## config.mk

```make
export PLATFORM = sky130hd
export DESIGN_NAME = coin_input_conditioner
export DESIGN_NICKNAME = d
export VERILOG_FILES = /design/src/rtl/coin_input_conditioner.sv
export SDC_FILE = /design/constraint.sdc
export NUM_CORES = 1
export LEC_CHECK = 0
export ABC_AREA = 1
export BUFFER_PORTS_ARGS = -buffer_cell sky130_fd_sc_hd__buf_4
export CORE_MARGIN = 2
export CORE_UTILIZATION = 45
export DETAILED_ROUTE_END_ITERATION = 7
export HOLD_SLACK_MARGIN = 0.05
export PLACE_DENSITY = 0.7
export SYNTH_ARGS = -nofsm -noshare
export SYNTH_HDL_FRONTEND = slang
export SYNTH_SLANG_ARGS = --single-unit
```

## constraint.sdc

```tcl
create_clock -name clk -period 2.64 [get_ports clk]
set_input_delay 0.396 -clock clk [delete_from_list [all_inputs] [get_ports clk]]
set_output_delay 0.396 -clock clk [all_outputs]
set_load 0.005 [all_outputs]
```

## src/rtl/coin_input_conditioner.sv

```systemverilog
// Conditions four bouncing coin-slot switches into clean single-cycle coin pulses,
// queued through a 4-deep FIFO and spaced by a minimum idle gap.
module coin_input_conditioner #(
    parameter int DEBOUNCE_CYCLES = 2000,
    parameter int GAP_CYCLES      = 4
) (
    input  logic       clk,
    input  logic       rst,
    input  logic       dollar_raw,
    input  logic       quarter_raw,
    input  logic       dime_raw,
    input  logic       nickel_raw,
    input  logic       enable,
    output logic       dollar,
    output logic       quarter,
    output logic       dime,
    output logic       nickel,
    output logic       reject,
    output logic       overflow,
    output logic [2:0] fifo_count,
    output logic [1:0] fsm_state
);

    typedef enum logic [1:0] {
        IDLE  = 2'd0,
        PULSE = 2'd1,
        GAP   = 2'd2
    } state_t;

    localparam logic [15:0] DB_LAST  = 16'(DEBOUNCE_CYCLES - 1);
    localparam logic [7:0]  GAP_LOAD = 8'((GAP_CYCLES > 1) ? (GAP_CYCLES - 2) : 0);

    // Channel index equals the coin code: 3=dollar, 2=quarter, 1=dime, 0=nickel.
    logic [3:0]  raw_vec;
    logic [3:0]  sync1, sync2, stable, stable_d;
    logic [15:0] db_cnt [4];
    logic [3:0]  coin_evt, accept, dup, set_mask, clr_mask, pending;

    logic [1:0]  mem [4];
    logic [1:0]  wr_ptr, rd_ptr;
    logic [2:0]  count;
    logic        fifo_full, fifo_empty;
    logic        enq_valid, pop;
    logic [1:0]  enq_code, cur_code;

    state_t      state, state_next;
    logic [7:0]  gap_cnt, gap_next;

    assign raw_vec = {dollar_raw, quarter_raw, dime_raw, nickel_raw};

    always_ff @(posedge clk) begin
        if (rst) begin
            sync1    <= '0;
            sync2    <= '0;
            stable   <= '0;
            stable_d <= '0;
            for (int i = 0; i < 4; i++) db_cnt[i] <= '0;
        end else begin
            sync1    <= raw_vec;
            sync2    <= sync1;
            stable_d <= stable;
            for (int i = 0; i < 4; i++) begin
                if (sync2[i] == stable[i]) begin
                    db_cnt[i] <= '0;
                end else if (db_cnt[i] == DB_LAST) begin
                    stable[i] <= ~stable[i];
                    db_cnt[i] <= '0;
                end else begin
                    db_cnt[i] <= db_cnt[i] + 16'd1;
                end
            end
        end
    end

    // Only rising stable levels are coins; a second coin on a still-pending channel is lost.
    assign coin_evt = stable & ~stable_d;
    assign accept   = enable ? coin_evt : 4'b0000;
    assign dup      = accept & pending;
    assign set_mask = accept & ~pending;

    assign fifo_full  = (count == 3'd4);
    assign fifo_empty = (count == 3'd0);
    assign pop        = (state == IDLE) && !fifo_empty && enable;

    always_comb begin
        enq_valid = 1'b0;
        enq_code  = 2'd0;
        if (!fifo_full) begin
            for (int i = 0; i < 4; i++) begin
                if (pending[i]) begin
                    enq_valid = 1'b1;
                    enq_code  = 2'(i);
                end
            end
        end
    end

    assign clr_mask = enq_valid ? (4'b0001 << enq_code) : 4'b0000;

    always_ff @(posedge clk) begin
        if (enq_valid) mem[wr_ptr] <= enq_code;
    end

    always_ff @(posedge clk) begin
        if (rst) begin
            pending  <= '0;
            wr_ptr   <= '0;
            rd_ptr   <= '0;
            count    <= '0;
            overflow <= 1'b0;
            reject   <= 1'b0;
        end else begin
            pending  <= (pending & ~clr_mask) | set_mask;
            if (enq_valid) wr_ptr <= wr_ptr + 2'd1;
            if (pop)       rd_ptr <= rd_ptr + 2'd1;
            count    <= count + 3'(enq_valid) - 3'(pop);
            overflow <= overflow | (|dup);
            reject   <= (|coin_evt) & ~enable;
        end
    end

    // The IDLE cycle that issues the next pop counts as the final idle clock of the gap,
    // so back-to-back coins are separated by exactly GAP_CYCLES idle clocks.
    always_comb begin
        state_next = state;
        gap_next   = gap_cnt;
        case (state)
            IDLE: begin
                if (pop) state_next = PULSE;
            end
            PULSE: begin
                if (GAP_CYCLES > 1) begin
                    state_next = GAP;
                    gap_next   = GAP_LOAD;
                end else begin
                    state_next = IDLE;
                end
            end
            GAP: begin
                if (gap_cnt == 8'd0) state_next = IDLE;
                else                 gap_next   = gap_cnt - 8'd1;
            end
            default: state_next = IDLE;
        endcase
    end

    always_ff @(posedge clk) begin
        if (rst) begin
            state    <= IDLE;
            gap_cnt  <= '0;
            cur_code <= '0;
            dollar   <= 1'b0;
            quarter  <= 1'b0;
            dime     <= 1'b0;
            nickel   <= 1'b0;
        end else begin
            state    <= state_next;
            gap_cnt  <= gap_next;
            if (pop) cur_code <= mem[rd_ptr];
            dollar   <= (state == PULSE) && (cur_code == 2'd3);
            quarter  <= (state == PULSE) && (cur_code == 2'd2);
            dime     <= (state == PULSE) && (cur_code == 2'd1);
            nickel   <= (state == PULSE) && (cur_code == 2'd0);
        end
    end

    assign fifo_count = count;
    assign fsm_state  = state;

endmodule

```

# == Yosys cells after proc, flatten, opt, wreduce, memory -nomap -nowiden ==
# Memories as Yosys holds them, arrays and structs flattened. A register that Yosys moved wholly into a read port is not among the register bits.
# Index checks and enable logic that the tools add are counted.
# op_classes
bitwise,31
addsub,9
mux,76
shifts,1
eq_ne,17
reduce_logical,20
# op_table
operator,count
16-bit 2-to-1 mux,12
"16-bit by 1-bit adder with 16-bit output, second input constant",4
"16-bit by 11-bit == test with 1-bit output, second input constant",4
1-bit 2-to-1 mux,54
4-bit bitwise AND,4
8-bit case mux with 2 select lines,1
1-bit bitwise OR,13
4-bit inverter,3
2-bit AND reduction,6
2-bit 2-to-1 mux,5
1-bit inverter,9
8-bit zero test,1
4-bit 2-to-1 mux,2
8-bit 2-to-1 mux,1
4-bit OR reduction,2
"8-bit by 1-bit subtractor with 8-bit output, second input constant",1
"2-bit == test, second input constant",3
1-bit logical AND,6
"2-bit inequality test, second input constant",3
2-bit case mux with 3 select lines,1
"2-bit by 1-bit adder with 2-bit output, second input constant",2
1-bit == test,4
"2-bit by 1-bit == test with 1-bit output, second input constant",2
2-bit zero test,2
9 further kinds,9
# totals
inputBits,7
reg_bits,43
ramBits,72
out_inout_bits,11
memories,2
# memory_table
name,depth,width,read_ports,rd_ports_with_merged_regs,wr,line_no,source
db_cnt,4,16,4,0,4,36,logic [15:0] db_cnt [4];
mem,4,2,1,1,1,39,logic [1:0] mem [4];

# == Longest topological paths before layout ==
# logic_depth
word_depth,9
mapped_depth,11
ltp_nobuf,11

# == Worst setup path before layout ==
# Ideal clock, no wire load.
# synth_timing
path_kind,reg-to-reg
startpoint,register count[1] (netlist: fifo_count[1])
endpoint,register count[2] (netlist: fifo_count[2])
stages_incl_launch_ff,11
t_required_ps,2520
synth_period_minus_slack_ps,1942
t_arrival_ps,1822
path_buffers,0
path_slack_ps,698
setup_ps,120
path_cell_list,dfxtp_1 inv_1 nand3_1 nand2_1 ha_1 inv_1 ha_1 inv_1 fa_1 o21ai_0 a21oi_1
# synth_between
elab_chain_cells,5
elab_cells_between_ends,8
cone_classes,add/sub: 2; eq/ne: 1; mux: 1; reduce/logical: 4
# synth_lines
item,line_no,source
start: declaration,41,logic [2:0] count;
start signal: assignment,116,count <= count + 3'(enq_valid) - 3'(pop);
"parallel branches: the longest is 4 deep, another holds 3-bit by 1-bit adder with 3-bit output",n/a,
3-bit by 1-bit subtractor with 3-bit output *,116,
# Every way passes the cells marked *.
# A chain may end at the register's enable or synchronous reset.

# == Worst setup path in the final report ==
# Same ends and word-level chain as after synthesis.

==> metrics.csv <==
stage;metric;value;unit
worst_setup_path;Worst Setup End Kind;flip-flop;
floorplan;core area;13200;sq um
route;Routed met2 length;5.15;mm
clock_network;CTS tree;done;
grt;largest net degree at the start of global routing;23;
floorplan;io pins;18;
clock_network;CTS Hold Buffers Added;0;
clock_network;CTS Buffer Depth;2;
sta;Slew HR;0.633;
worst_setup_path;Worst Path Max Fanout;10;
floorplan;die area;14300;sq um
sta;fin crit share;0.815;
clock_network;Clock Latency Late Sink;410;ps
worst_setup_path;CP startpoint kind;flip-flop;
synthesis;most frequent cells after synthesis;nor2_1, nand2_1, inv_1;
sta;Hold Fails Final Rpt;0;
cells_and_area;Final Util;0.543;
synthesis;Mapped Cells;732;
sta;Clock Skew;6.67;ps
synthesis;dominant cell by count in the synthesized netlist;nor2_1;
cells_and_area;layout cell share with drive strength beyond 1;0.0992;
route;Top Layer Used;met4;
worst_setup_path;required time worst endpoint;2940;ps
placement;dpl hpwl;8.15;mm
clock_network;postcts setup bufs;0;
worst_setup_path;Critical Path Start;fifo_count[1]$_SDFF_PP0_;
route;Met3 Routed Length;424;microns
route;first-pass detailed-route iteration total;5;
sta;achievable frequency;465;MHz
sta;Final min period;2150;ps
worst_setup_path;cells on worst reg2reg path;10;
sta;RSZ-0062 raised after global routing;false;
route;WL/cell;11.0;microns
synthesis;post-synthesis register bit count;117;
placement;number of port buffers;17;
sta;final setup fails;0;
power;Leak;2.96;nW
grt;number of global-route vias before repair;4427;
grt;global-route wire length before repair;19.3;mm
route;DR vias;4763;
synthesis;ranking of synthesized cells by area;edfxtp_1, dfxtp_1, nor2_1, nand2_1, inv_1;
synthesis;EDFF count, synth;72;
worst_setup_path;RR Startpoint;fifo_count[1]$_SDFF_PP0_;
worst_setup_path;crit path to;fifo_count[2]$_SDFF_PP0_;
power;PwrDens;683;nW/um^2
sta;setup TNS;0;ps
synthesis;register area share after synthesis;0.508;
synthesis;top_reg_cell synth;edfxtp_1;
clock_network;CTS root buf;clkbuf_16;
route;DRC Markers;0;
worst_hold_path;Min-Delay Path Depth;3;
worst_setup_path;Crit Path Category;flip-flop to flip-flop;
synthesis;area leader, netlist;edfxtp_1;
route;Final ANT Viol Nets;0;
floorplan;Site Rows;42;
flow_run;Max-Cap Viols;0;
floorplan;Die H;120;microns
placement;gpl congestion;0.853;
sta;Slew Limit Fails;0;
cells_and_area;Ant. Diodes;0;
grt;initial antenna violation count;0;
status;outcome;finished clean;
route;Total Wirelength;11.2;mm
worst_setup_path;Worst R2R Setup Slack;490;ps
clock_network;clock sinks;117;
worst_setup_path;R2R Path End;fifo_count[2]$_SDFF_PP0_;
floorplan;width of the die;120;microns
synthesis;post-synthesis cell area;6030;sq um
synthesis;Post-synth ARST share;0;
route;Via density;4.70;
clock_network;CTS H-Tree Depth;4;
clock_network;post-CTS sizing;0;
grt;GRT Util Overall;0.170;
cells_and_area;final net count;844;
synthesis;Avg Cell Area, Syn;8.24;sq um
sta;Worst-Margin Slew;549;ps
cells_and_area;Synth-to-Final Area Change;18.7;%
worst_hold_path;Tightest Hold Check Type;input port to flip-flop;
route;wire length on met1;5.37;mm
synthesis;Yosys warnings;0;
route;Iter 0 DRT Violations;288;
synthesis;post-synth top area share;0.358;
power;worst vdd ir;0.000558;V
synthesis;count of cell types in the netlist;36;
floorplan;Starting Density;0.457;
grt;Overflow after GRT;0;
clock_network;TritonCTS Buffers;17;
worst_setup_path;crit path DAT;2450;ps
clock_network;clock-pin slew on the worst setup and hold paths;50;ps
[flip-flops by register name, summed over array words and instances (netlist names), 3 cells and up]
| register | flops |
|---|---|
| db_cnt | 64 |
| fifo_count | 3 |
| gap_cnt | 8 |
| mem | 8 |
| pending | 4 |
| stable | 4 |
| stable_d | 4 |
| sync1 | 4 |
| sync2 | 4 |
[placed cells by master (no fill, tap or decap)]
master / count
edfxtp_1: 72
nor2_4: 2
nor3_2: 1
or2_0: 1
nor4_1: 2
nand3b_1: 2
inv_1: 111
clkbuf_8: 2
clkinv_2: 5
nand3_1: 47
or2_2: 3
a21oi_2: 6
nor3_1: 25
xor2_1: 15
nor3_4: 2
o21ai_0: 29
nor3b_1: 1
nand4_1: 24
fa_1: 1
conb_1: 64
xnor2_1: 6
ha_1: 12
nand2_2: 9
nor2_1: 125
inv_4: 1
buf_4: 18
and3_1: 1
nor2_2: 10
inv_2: 2
dfxtp_1: 45
clkinv_1: 1
a41oi_1: 1
a21oi_1: 42
clkbuf_1: 3
clkbuf_16: 21
o21ai_2: 1
o21bai_1: 2
nand2_1: 122
[layout make-up]
| type | count | area [sq um] |
|---|---|---|
| clock buffer | 26 | 564 |
| clock inverter | 6 | 31.3 |
| fill | 1229 | 6030 |
| inverter | 114 | 428 |
| multi-input combinational | 556 | 2720 |
| sequential | 117 | 3060 |
| tap | 176 | 220 |
| timing repair buffer | 18 | 135 |
[power by group]
part | internal (mW) | switching [mW] | leakage (nW)
Clock | 1.47 | 0.779 | 0.301
Sequential | 2.05 | 0.106 | 1.10
Combinational | 0.187 | 0.306 | 1.56
Total | 3.70 | 1.19 | 2.96
[kinds of logic after synthesis]
| kind of cell | share of synthesized area |
|---|---|
| adder cells (fa/ha/maj) | 0.0282 |
| flip-flops | 0.508 |
| buffers and inverters | 0.0803 |
| XOR/XNOR | 0.0305 |
| AO/OA/AOI/OAI | 0.0730 |
| other | 0.000622 |
| AND/OR/NAND/NOR | 0.280 |
[through the flow]
| step | cell area [sq um] | total power, mW | hold WS, ps | std cells | setup slack (ps) |
|---|---|---|---|---|---|
| CTS | 7160 | 4.95 | 182 | 1013 | 474 |
| detailed placement | 6570 | 2.68 | 392 | 981 | 432 |
| global route | 7160 | 5.13 | 208 | 1013 | 253 |
| finish | 7160 | 4.89 | 201 | 1013 | 489 |
| global placement | 6570 | 2.66 | 391 | 981 | 475 |
| floorplan | 6270 | 2.53 | 388 | 795 | 698 |
[routing by layer]
metal,track usage,vias up
met5,0,-
met4,0.0882,0
met3,0.0447,21
met2,0.270,82
met1,0.214,2137
li1,-,2523
[worst min path at each step]
stage / from / end / slack, ps
2_1_floorplan: sync1[0]$_SDFF_PP0_ / sync2[0]$_SDFF_PP0_ / 390
3_3_place_gp: sync1[0]$_SDFF_PP0_ / sync2[0]$_SDFF_PP0_ / 390
3_5_place_dp: sync1[2]$_SDFF_PP0_ / sync2[2]$_SDFF_PP0_ / 390
4_1_cts: dime_raw / sync1[1]$_SDFF_PP0_ / 180
5_1_grt: dime_raw / sync1[1]$_SDFF_PP0_ / 210
6_report: dime_raw / sync1[1]$_SDFF_PP0_ / 200
[critical path, stage by stage, from the launching register on]
cell and delay [ps]:
dfxtp_1 420, inv_1 80, nand3_1 110, nand2_1 220
ha_1 360, inv_1 60, ha_1 130, inv_1 50
fa_1 370, o21ai_0 180, a21oi_1 50
Power figures use the tool's default switching activity.
